`src/rtl/bus_source_arbiter_if.sv`:
```
// Handshake bundle between the control unit (master) and the bus source arbiter (slave).
// The conflict_cnt wire exists only when BUS_ARB_CONFLICT_CNT_EN is defined.
interface bus_source_arbiter_if #(
    parameter int NUM_SRC = 24,
    parameter int SEL_W   = 5,
    parameter int CNT_W   = 16
);
    logic [NUM_SRC-1:0] src_req;
    logic               rr_mode;
    logic               lock;
    logic [SEL_W-1:0]   bus_sel;
    logic               bus_valid;
    logic               conflict;
`ifdef BUS_ARB_CONFLICT_CNT_EN
    logic [CNT_W-1:0]   conflict_cnt;
`endif

`ifdef BUS_ARB_CONFLICT_CNT_EN
    modport master (
        output src_req, rr_mode, lock,
        input  bus_sel, bus_valid, conflict, conflict_cnt
    );
    modport slave (
        input  src_req, rr_mode, lock,
        output bus_sel, bus_valid, conflict, conflict_cnt
    );
`else
    modport master (
        output src_req, rr_mode, lock,
        input  bus_sel, bus_valid, conflict
    );
    modport slave (
        input  src_req, rr_mode, lock,
        output bus_sel, bus_valid, conflict
    );
`endif
endinterface

```
`src/rtl/bus_source_arbiter.sv`:
```
// Registered fixed-priority / round-robin source selector for the shared-bus mux, with grant lock.
// Optional saturating conflict counter enabled by BUS_ARB_CONFLICT_CNT_EN.
module bus_source_arbiter #(
    parameter int NUM_SRC = 24,
    parameter int SEL_W   = 5,
    parameter int CNT_W   = 16
) (
    input logic                   clock,
    input logic                   clear,
    bus_source_arbiter_if.slave   bus
);
    localparam logic [SEL_W-1:0] LAST_IDX = SEL_W'(NUM_SRC - 1);

    logic [SEL_W-1:0] bus_sel_q, bus_sel_d;
    logic             bus_valid_q, bus_valid_d;
    logic             conflict_q, conflict_d;
    logic [SEL_W-1:0] ptr_q, ptr_d;
    logic [SEL_W-1:0] fp_sel_s;
    logic [SEL_W-1:0] rr_sel_s;
    logic             rr_found_s;
    logic [SEL_W-1:0] rr_ptr_next_s;
    logic             multi_req_s;
    logic             locked_s;

    // Position k of the downward, wrapping scan that starts at p.
    function automatic logic [SEL_W-1:0] scan_idx(input logic [SEL_W-1:0] p, input int k);
        logic [SEL_W-1:0] k_s;
        k_s = SEL_W'(k);
        return (p >= k_s) ? (p - k_s) : (p + SEL_W'(NUM_SRC) - k_s);
    endfunction

    // Fixed priority: the last (highest) set index wins.
    always_comb begin
        fp_sel_s = {SEL_W{1'b0}};
        for (int i = 0; i < NUM_SRC; i++) begin
            fp_sel_s = bus.src_req[SEL_W'(i)] ? SEL_W'(i) : fp_sel_s;
        end
    end

    // Round-robin: first set bit scanning ptr, ptr-1, ..., wrapping to NUM_SRC-1.
    always_comb begin
        rr_sel_s   = {SEL_W{1'b0}};
        rr_found_s = 1'b0;
        for (int k = 0; k < NUM_SRC; k++) begin
            rr_sel_s   = (!rr_found_s && bus.src_req[scan_idx(ptr_q, k)]) ? scan_idx(ptr_q, k) : rr_sel_s;
            rr_found_s = rr_found_s | bus.src_req[scan_idx(ptr_q, k)];
        end
        rr_ptr_next_s = (rr_sel_s == {SEL_W{1'b0}}) ? LAST_IDX : (rr_sel_s - SEL_W'(1));
    end

    assign multi_req_s = |(bus.src_req & (bus.src_req - {{(NUM_SRC-1){1'b0}}, 1'b1}));
    assign locked_s    = bus.lock & bus_valid_q;

    // Next-state selection: locked hold, idle, or a fresh grant.
    always_comb begin
        bus_sel_d   = bus_sel_q;
        bus_valid_d = bus_valid_q;
        conflict_d  = 1'b0;
        ptr_d       = ptr_q;
        if (locked_s) begin
            conflict_d = 1'b0;
        end else if (bus.src_req == {NUM_SRC{1'b0}}) begin
            bus_valid_d = 1'b0;
        end else begin
            bus_sel_d   = bus.rr_mode ? rr_sel_s : fp_sel_s;
            bus_valid_d = 1'b1;
            conflict_d  = multi_req_s;
            ptr_d       = bus.rr_mode ? rr_ptr_next_s : ptr_q;
        end
    end

    // Grant state registers with synchronous clear.
    always_ff @(posedge clock) begin
        if (clear) begin
            bus_sel_q   <= {SEL_W{1'b0}};
            bus_valid_q <= 1'b0;
            conflict_q  <= 1'b0;
            ptr_q       <= LAST_IDX;
        end else begin
            bus_sel_q   <= bus_sel_d;
            bus_valid_q <= bus_valid_d;
            conflict_q  <= conflict_d;
            ptr_q       <= ptr_d;
        end
    end

    assign bus.bus_sel   = bus_sel_q;
    assign bus.bus_valid = bus_valid_q;
    assign bus.conflict  = conflict_q;

`ifdef BUS_ARB_CONFLICT_CNT_EN
    logic [CNT_W-1:0] conflict_cnt_q, conflict_cnt_d;

    // Saturating count of edges that load conflict with 1.
    always_comb begin
        if (conflict_d && (conflict_cnt_q != {CNT_W{1'b1}})) begin
            conflict_cnt_d = conflict_cnt_q + CNT_W'(1);
        end else begin
            conflict_cnt_d = conflict_cnt_q;
        end
    end

    // Counter register, cleared only by clear.
    always_ff @(posedge clock) begin
        if (clear) begin
            conflict_cnt_q <= {CNT_W{1'b0}};
        end else begin
            conflict_cnt_q <= conflict_cnt_d;
        end
    end

    assign bus.conflict_cnt = conflict_cnt_q;
`endif
endmodule
```
`src/flat_wrapper.sv`:
```
// flat-port wrapper written by rule: the top's interface ports become plain ports
module bus_source_arbiter_flat 
#(
    parameter int NUM_SRC = 24,
    parameter int SEL_W   = 5,
    parameter int CNT_W   = 16
)
  (clock, clear, bus_src_req, bus_rr_mode, bus_lock, bus_bus_sel, bus_bus_valid, bus_conflict);
  bus_source_arbiter_if #(.NUM_SRC(NUM_SRC), .SEL_W(SEL_W), .CNT_W(CNT_W)) bus_i ();
  input logic clock;
  input logic clear;
  input wire logic [$bits(bus_i.src_req)-1:0] bus_src_req;
  input wire logic [$bits(bus_i.rr_mode)-1:0] bus_rr_mode;
  input wire logic [$bits(bus_i.lock)-1:0] bus_lock;
  output wire logic [$bits(bus_i.bus_sel)-1:0] bus_bus_sel;
  output wire logic [$bits(bus_i.bus_valid)-1:0] bus_bus_valid;
  output wire logic [$bits(bus_i.conflict)-1:0] bus_conflict;
  assign bus_i.src_req = bus_src_req;
  assign bus_i.rr_mode = bus_rr_mode;
  assign bus_i.lock = bus_lock;
  assign bus_bus_sel = bus_i.bus_sel;
  assign bus_bus_valid = bus_i.bus_valid;
  assign bus_conflict = bus_i.conflict;
  bus_source_arbiter #(.NUM_SRC(NUM_SRC), .SEL_W(SEL_W), .CNT_W(CNT_W)) u_core (.clock(clock), .clear(clear), .bus(bus_i));
endmodule
```
`config.mk`:
```
export PLATFORM = sky130hd
export DESIGN_NAME = bus_source_arbiter_flat
export DESIGN_NICKNAME = d
export VERILOG_FILES = /design/src/rtl/bus_source_arbiter_if.sv /design/src/rtl/bus_source_arbiter.sv /design/src/flat_wrapper.sv
export SDC_FILE = /design/constraint.sdc
export NUM_CORES = 1
export LEC_CHECK = 0
export ABC_AREA = 1
export CELL_PAD_IN_SITES_DETAIL_PLACEMENT = 0
export CELL_PAD_IN_SITES_GLOBAL_PLACEMENT = 2
export CORE_MARGIN = 2
export CORE_UTILIZATION = 33
export DETAILED_ROUTE_END_ITERATION = 10
export PLACE_DENSITY = 0.95
export SLEW_MARGIN = 25
export SYNTH_ARGS = -nofsm -noshare
export SYNTH_HDL_FRONTEND = slang
export SYNTH_SLANG_ARGS = --single-unit
```
`constraint.sdc`:
```
create_clock -name clock -period 11.5 [get_ports clock]
set_input_delay 2.875 -clock clock [delete_from_list [all_inputs] [get_ports clock]]
set_output_delay 2.875 -clock clock [all_outputs]
set_load 0.01 [all_outputs]
```
Word level (Yosys, flattened, before mapping)
Cells that the tools add are included.

storage, ports and cells
  output and inout port bits = 7
  input port bits = 28
  word-level logic and storage cells = 293
  bits in registers = 12

operators by class
  magnitude comparators = 48
  add/subtract/negate cells = 49
  reduce and logical (&&, ||, !) cells = 52
  bitwise operators = 26
  mux-type cells = 114

operators by type and width
  operator                                                               count
  5-bit 2-to-1 mux                                                       64
  5-bit by 6-bit < comparator with 1-bit output, second input constant   24
  1-bit binary-select mux with 5-bit select                              24
  5-bit by 4-bit subtractor with 5-bit output, second input constant     16
  5-bit subtractor, second input constant                                16
  5-bit by 4-bit >= comparator with 1-bit output, second input constant  8
  5-bit >= comparator, second input constant                             8
  5-bit by 3-bit subtractor with 5-bit output, second input constant     8
  1-bit 2-to-1 mux                                                       26
  24-bit bitwise AND                                                     1
  24-bit logical NOT                                                     1
  24-bit OR reduction                                                    1
  24-bit by 1-bit subtractor with 24-bit output, second input constant   1
  1-bit logical AND                                                      23
  1-bit logical NOT                                                      23
  1-bit OR                                                               22
  5-bit by 3-bit >= comparator with 1-bit output, second input constant  4
  5-bit by 2-bit subtractor with 5-bit output, second input constant     4
  5-bit by 1-bit subtractor with 5-bit output, second input constant     3
  5-bit by 1-bit >= comparator with 1-bit output, second input constant  2
  5-bit by 2-bit >= comparator with 1-bit output, second input constant  2
  5-bit adder, second input constant                                     1
  5-bit logical NOT                                                      1
  3-bit AND reduction                                                    1
  4 further kinds                                                        5

Depth between registers and ports, before layout
Gate-level depths: netlist (run 1).

  depth in word-level cells = 32
  gate-level depth with buffers = 39
  gate-level depth less buffers = 37

Least setup slack after synthesis (run 1)
No wires, ideal clock.

  path kind = in2reg
  start point = input bus_src_req[11]
  end point = register u_core.ptr_q[4]
  stages on the path = 29
  path slack = 5.661 ns
  arrival time = 5.723 ns
  setup time = 0.116 ns
  required time = 11.384 ns
  path buffers = 0
  cells stage by stage = nand2_1 nand3_1 nand3_1 nand2_1 nand2_1 nand3_2 inv_2 nand3_4 nor2_8 nand4_4 nor2_4 nand4_4 nor2_4 nand4_4 nor2_4 nand4_2 nor2_2 nand4_2 inv_1 nand2_1 nand3_1 nor2_1 ha_1 inv_1 nor2_1 nand2_1 nor2_1 o21ai_1 nand2_1

on the way
  word-level cells in the longest chain between the ends = 29
  elaborated cells on any way between the ends = 146
  classes of those cells = add/sub: 1; mux: 73; bitwise: 23; reduce/logical: 49

RTL lines
  element                                                                                  line                                                RTL
  start, declared                                                                          flat_wrapper.sv:12                                  input wire logic [$bits(bus_i.src_req)-1:0] bus_src_req;
  1-bit binary-select mux with 5-bit select                                                bus_source_arbiter.sv:45, bus_source_arbiter.sv:46
  1-bit 2-to-1 mux (implied by the code)                                                   bus_source_arbiter.sv:45, bus_source_arbiter.sv:46
  1-bit logical NOT / 1-bit OR (equally long branches)                                     bus_source_arbiter.sv:45, bus_source_arbiter.sv:46
  1-bit logical AND (tied with other cells)                                                bus_source_arbiter.sv:45                            rr_sel_s = (!rr_found_s && bus.src_req[scan_idx(ptr_q, k)]) ? scan_idx(ptr_q, k) : rr_sel_s;
  5-bit 2-to-1 mux (tied with other cells) (21 in series)                                  bus_source_arbiter.sv:45
  5-bit 2-to-1 mux / 1-bit logical AND (equally long branches)                             bus_source_arbiter.sv:45
  5-bit 2-to-1 mux                                                                         bus_source_arbiter.sv:45
  5-bit by 1-bit subtractor with 5-bit output / 5-bit logical NOT (equally long branches)  bus_source_arbiter.sv:48                            rr_ptr_next_s = (rr_sel_s == {SEL_W{1'b0}}) ? LAST_IDX : (rr_sel_s - SEL_W'(1));
  5-bit 2-to-1 mux                                                                         bus_source_arbiter.sv:48
  end signal, assigned                                                                     bus_source_arbiter.sv:83                            ptr_q <= ptr_d;
  end, declared                                                                            bus_source_arbiter.sv:17                            logic [SEL_W-1:0] ptr_q, ptr_d;

Parallel ways exist; a longest one is shown, timed or not. The select of a mux whose other input is x is not followed.
A chain may end at the register's enable or synchronous reset.

Worst setup path after layout (run 1)
  start point = input bus_src_req[7]
  end point = register u_core.ptr_q[4]

The elaborated chain is that of the path after synthesis.

==> metrics.txt, run 1 <==
YS warnings 0; Root Buffer clkbuf_16; Top Ports 35; Crit Path Max Fanout 7; sequential fraction of the synthesis area 0.0434; CP max-delay cell clkdlybuf4s50_1; CTS tree done; total iterations of the first detailed-routing run 5; Die Ht ~130 µm; Remaining Overflow, GRT 0; Final setup viols 0; WL/cell approximately 17 µm; FP Rows 47; Reg clk slew, reported paths 0.04 ns; initial core utilization 0.336; Slew @ Worst Pin ~0.83 ns; layout cells sized above 1 0.0485; final period demand of the worst path 6.92 ns; Worst EP required roughly 12 ns; core area between 15,000 and 20,000 µm²; Synth cell types between 50 and 60; dpl hpwl roughly 18 mm; cell with the most instances after synthesis nand2_1; Post-CTS Setup Bufs 0; Hold Buf Count CTS 0; WP data arrival just over 7 ns; RePlAce Congestion 0.998; Layout Cells excl Fill 1,334; Nets 1,164; most used cell, CP nand2_1; first-pass GRT wire length 35.8 mm; commonest register cell after synthesis dfxtp_1; fillcell total approximately 1,900; via count 7,172; DRC Markers 0; Via density around 5.4; top post-synthesis cells by count nand2_1, nand3_1, inv_1; Synth area leader nand2_1; cell count after synthesis 1,098; Detail Route Antenna Nets 0; Slew headroom 0.443; CP Launch Type primary input; WL final 22.7 mm; number of gates resized after cts 0; die width between 100 and 150 µm; largest net degree at the start of global routing 36; CP peak stage delay 0.52 ns; RSZ-0062 raised after global routing false; clk_skew between 0.001 and 0.0015 ns; H-tree depth 1; Global Route Usage Sum 0.255; Hold Violations, Final 0; Final Max Slew Viols 0; crit end category flip-flop; CTS sink cnt 12; outcome finished, final reports clean; P&R area growth vs syn 10.0%; port buffer count 34; max_cap viols 0; crit share post-route 0.602; placed cells around 1,300; Async SR Flop Fraction 0; setup TNS 0 ns; FMAX around 140 MHz; DR iter-0 viols approximately 580; CTS Buf Count 3; area of the mapped netlist between 5000 and 6000 µm²; Ant. Diodes 0; Worst Setup Path Type in -> reg; vias in the first global route ~6,600; antenna violations before repair 0; number of flops mapped to enable cells by yosys 0; clock buffer depth 2; Synth Register Bits 12; Die Area 17,800 µm²; ranking of synthesized cells by area nand2_1, nand3_1, inv_1, nor2_1, o21ai_0; Clock Latency Late Sink 0.24 ns; average size of a mapped cell 5.04 µm²; Syn Nets around 1,100; Hold/Removal Path Class reg -> reg; share of the synthesized area in the top cell type 0.245
==> critical path: cells and delay by family <==
| family | cells | cell delay (ns) |
|---|---|---|
| buf+inv | 3 | 0.67 |
| simple gates | 25 | 3.18 |
| compound gates | 1 | 0.12 |
| fa+ha+maj | 1 | 0.18 |
==> stage by stage <==
stage               cell area [µm²]  hold WS [ns]   util  setup WS (ns)
floorplan                      5530         0.490      -           5.66
global placement               6000         0.454  0.364           4.44
detailed placement             6000         0.459  0.364           4.40
CTS                            6080         0.470  0.370           4.65
global route                   6080         0.484  0.370           4.19
finish                         6080         0.469  0.370           4.58
==> flip-flops by register name, summed over array words and instances (netlist names) <==
register              cells
u_core.bus.bus_valid      1
u_core.bus.bus_sel        5
u_core.bus.conflict       1
u_core.ptr_q              5
==> metal layers <==
layer	vias to the layer above	global-route usage	wire length [µm]
met5	-	0	0
met4	0	0.111	1030
met3	61	0.0232	1290
met2	276	0.428	10400
met1	3227	0.332	10000
li1	3608	-	-
==> cells in the final DEF (no fill, tap or decap), types with 3 or more instances in the layout <==
master / netlist / final
nand3_2: 4 / 4
nor3_1: 9 / 9
nor2_2: 3 / 3
nor2_1: 116 / 116
xor2_1: 22 / 22
nand2_1: 361 / 361
nor4_1: 4 / 4
o211ai_1: 11 / 11
nand4_4: 3 / 3
buf_4: 5 / 7
nand3_1: 164 / 164
a31oi_1: 6 / 6
nor2_4: 3 / 3
nand4_2: 3 / 3
xnor2_1: 6 / 6
o21a_1: 3 / 3
o21ai_1: 12 / 12
a21oi_1: 40 / 40
nand2_2: 6 / 6
clkdlybuf4s50_1: 0 / 34
dfxtp_1: 12 / 12
inv_2: 10 / 10
clkbuf_16: 0 / 3
nand4_1: 13 / 13
inv_1: 130 / 130
ha_1: 21 / 21
o21ai_0: 77 / 77
==> cell families after synthesis <==
logic type | share of synthesized area
compound gates | 0.161
flops | 0.0434
fa+ha+maj | 0.0475
buf+inv | 0.134
xor+xnor | 0.0532
simple gates | 0.560
==> final timing paths <==
| path | start | endpoint | slack [ns] | depth (start not counted) |
|---|---|---|---|---|
| worst min register to register | u_core.bus.bus_sel[1] | u_core.bus.bus_sel[1] | 0.47 | 2 |
| worst min-delay path | u_core.bus.bus_sel[1] | u_core.bus.bus_sel[1] | 0.47 | 2 |
| worst max register to register | u_core.ptr_q[1] | u_core.ptr_q[4] | 5.43 | 34 |
| worst max-delay path | bus_src_req[7] | u_core.ptr_q[4] | 4.58 | 30 |
==> cell type report <==
type | instances | area, µm² | area share
multi-input cells | 914 | 4550 | 0.747
repair buffers | 41 | 393 | 0.0646
inverters | 143 | 542 | 0.0890
clock buffers | 4 | 88.8 | 0.0146
well taps | 220 | 275 | 0.0452
flip-flops and latches | 12 | 240 | 0.0395
Power of run 1 is left out: the tool's default activity adds up to more than one toggle a clock period on the data nets, which glitch-free logic cannot reach.
==> inputs of run 2 (changes only) <==
- CORE_UTILIZATION: 33 -> 28
- PLACE_DENSITY: 0.95 -> 0.88
- clock period: 11.5 -> 5.9 ns (I/O delays scaled with it)
==> metrics.txt, run 2 (same netlist as run 1, synthesis figures left out) <==
outcome finished, final reports clean; Hold Path Depth 2 (unchanged); worst reg-to-reg setup slack 0.91 ns (-4.52 ns); Slew @ Worst Pin 0.828 ns (+0.000996 ns); footprint of the multi-input gates 4550 µm² (unchanged); Reg clk slew, reported paths 0.04 ns (about the same); RePlAce Congestion 0.984 (-1.3%); most frequent cells in the layout nand2_1, nand3_1, inv_1, nor2_1, o21ai_0; clk_skew 0.00137 ns (+0.0000891 ns); WP data arrival 5.56 ns (-1.49 ns); Clock Latency Late Sink 0.24 ns (about the same); via count 7,153 (-0.26%); most used cell, CP nand2_1; Via density 5.13 (-4.5%); Final setup viols 0 (unchanged); setup TNS 0 ns (unchanged); most common cell after layout, fill and taps aside nand2_1; largest net degree at the start of global routing 33 (-8.3%); Post-CTS Setup Bufs 0 (unchanged); clock buffer depth 2 (unchanged); WL final 23.7 mm (+4.4%); Global Route Usage Sum 0.228 (-0.0270); first-pass GRT wire length 36.7 mm (+2.4%); R2R Path End u_core.ptr_q[4]; Die Area 20,900 µm² (+17%); Register Area 240 µm² (unchanged); final period demand of the worst path approximately 5.4 ns; Die Ht 145 µm (+8.3%); total iterations of the first detailed-routing run 5 (unchanged); number of gates resized after cts 0 (unchanged); P&R area growth vs syn 13.0%; Nets 1,178 (+1.2%); dpl hpwl 19.6 mm (+7.1%); Ant. Diodes 0 (unchanged); CTS sink cnt 12 (unchanged); Remaining Overflow, GRT 0 (unchanged); antenna violations before repair 0 (unchanged); CTS Buf Count 3 (unchanged); RSZ-0062 raised after global routing false; CP Launch Type primary input; DRC Markers 0 (unchanged); vias in the first global route 6,565 (-0.68%); Hold Violations, Final 0 (unchanged); layout cells sized above 1 0.0603 (+0.0118); FMAX 184 MHz; crit share post-route 0.921; port buffer count 34 (unchanged); WL/cell 17.0 µm (about the same); FP Rows 51 (+8.5%); initial core utilization 0.285 (-0.0508); core area 19,400 µm² (+18%); Root Buffer clkbuf_16; Hold Startpoint u_core.bus.bus_sel[2]; Hold Buf Count CTS 0 (unchanged); Crit Path Max Fanout 7 (unchanged); CTS tree done; fillcell total 2,318 (+20%); Hold/Removal Path Class reg -> reg; Critical R2R Launch u_core.ptr_q[0]; DR iter-0 viols 585 (+1.0%); Detail Route Antenna Nets 0 (unchanged); H-tree depth 1 (unchanged); Worst Setup Path Type in -> reg; Worst EP required 6.03 ns (-5.60 ns); CP max-delay cell clkdlybuf4s50_1; max_cap viols 0 (unchanged); Top Ports 35 (unchanged); worst-case reg-to-reg path depth 34 (unchanged); die width 145 µm (+8.3%); WHS Endpoint u_core.bus.bus_sel[2]; crit end category flip-flop; Slew headroom 0.442 (-0.000671); Final Max Slew Viols 0 (unchanged); CP peak stage delay 0.56 ns (+0.04 ns)
## run 2: metrics by stage
step                hold WS [ns]  std cells  instance area (µm²)  setup WS (ns)   util
floorplan                  0.490       1098                 5530           1.35      -
global placement           0.461       1389                 6160          0.312  0.317
CTS                        0.471       1393                 6250          0.512  0.322
finish                     0.465       1393                 6250          0.468  0.322
detailed placement         0.465       1389                 6160          0.272  0.317
global route               0.495       1393                 6250         0.0589  0.322
## run 2: cell type report
type | count | share of cell area
clock buffers | 4 | 0.0142
inverters | 143 | 0.0867
flip-flops and latches | 12 | 0.0385
repair buffers | 55 | 0.0797
well taps | 265 | 0.0531
multi-input cells | 914 | 0.728
## run 2: worst max-delay path: cells and delay by family
family	cells	cell delay, ns
buf+inv	5	0.95
simple gates	21	2.46
compound gates	2	0.47
fa+ha+maj	1	0.20
## run 2: layer usage
layer,GRT usage,up-vias,share of wire
met5,0,-,0
met4,0.0475,0,0.025
met3,0.0179,32,0.051
met2,0.406,234,0.48
met1,0.300,3258,0.45
li1,-,3629,-
## run 2: how the worst max path moves through the flow
stage / from / end / slack (ns)
3_3_place_gp: bus_src_req[7] / u_core.ptr_q[4] / 0.31
4_1_cts: bus_src_req[14] / u_core.ptr_q[4] / 0.51
2_1_floorplan: u_core.ptr_q[1] / u_core.ptr_q[4] / 1.35
3_5_place_dp: bus_src_req[14] / u_core.ptr_q[4] / 0.27
6_report: bus_src_req[14] / u_core.ptr_q[4] / 0.47
5_1_grt: bus_src_req[14] / u_core.ptr_q[4] / 0.06
Power of run 2 is left out for the same reason.
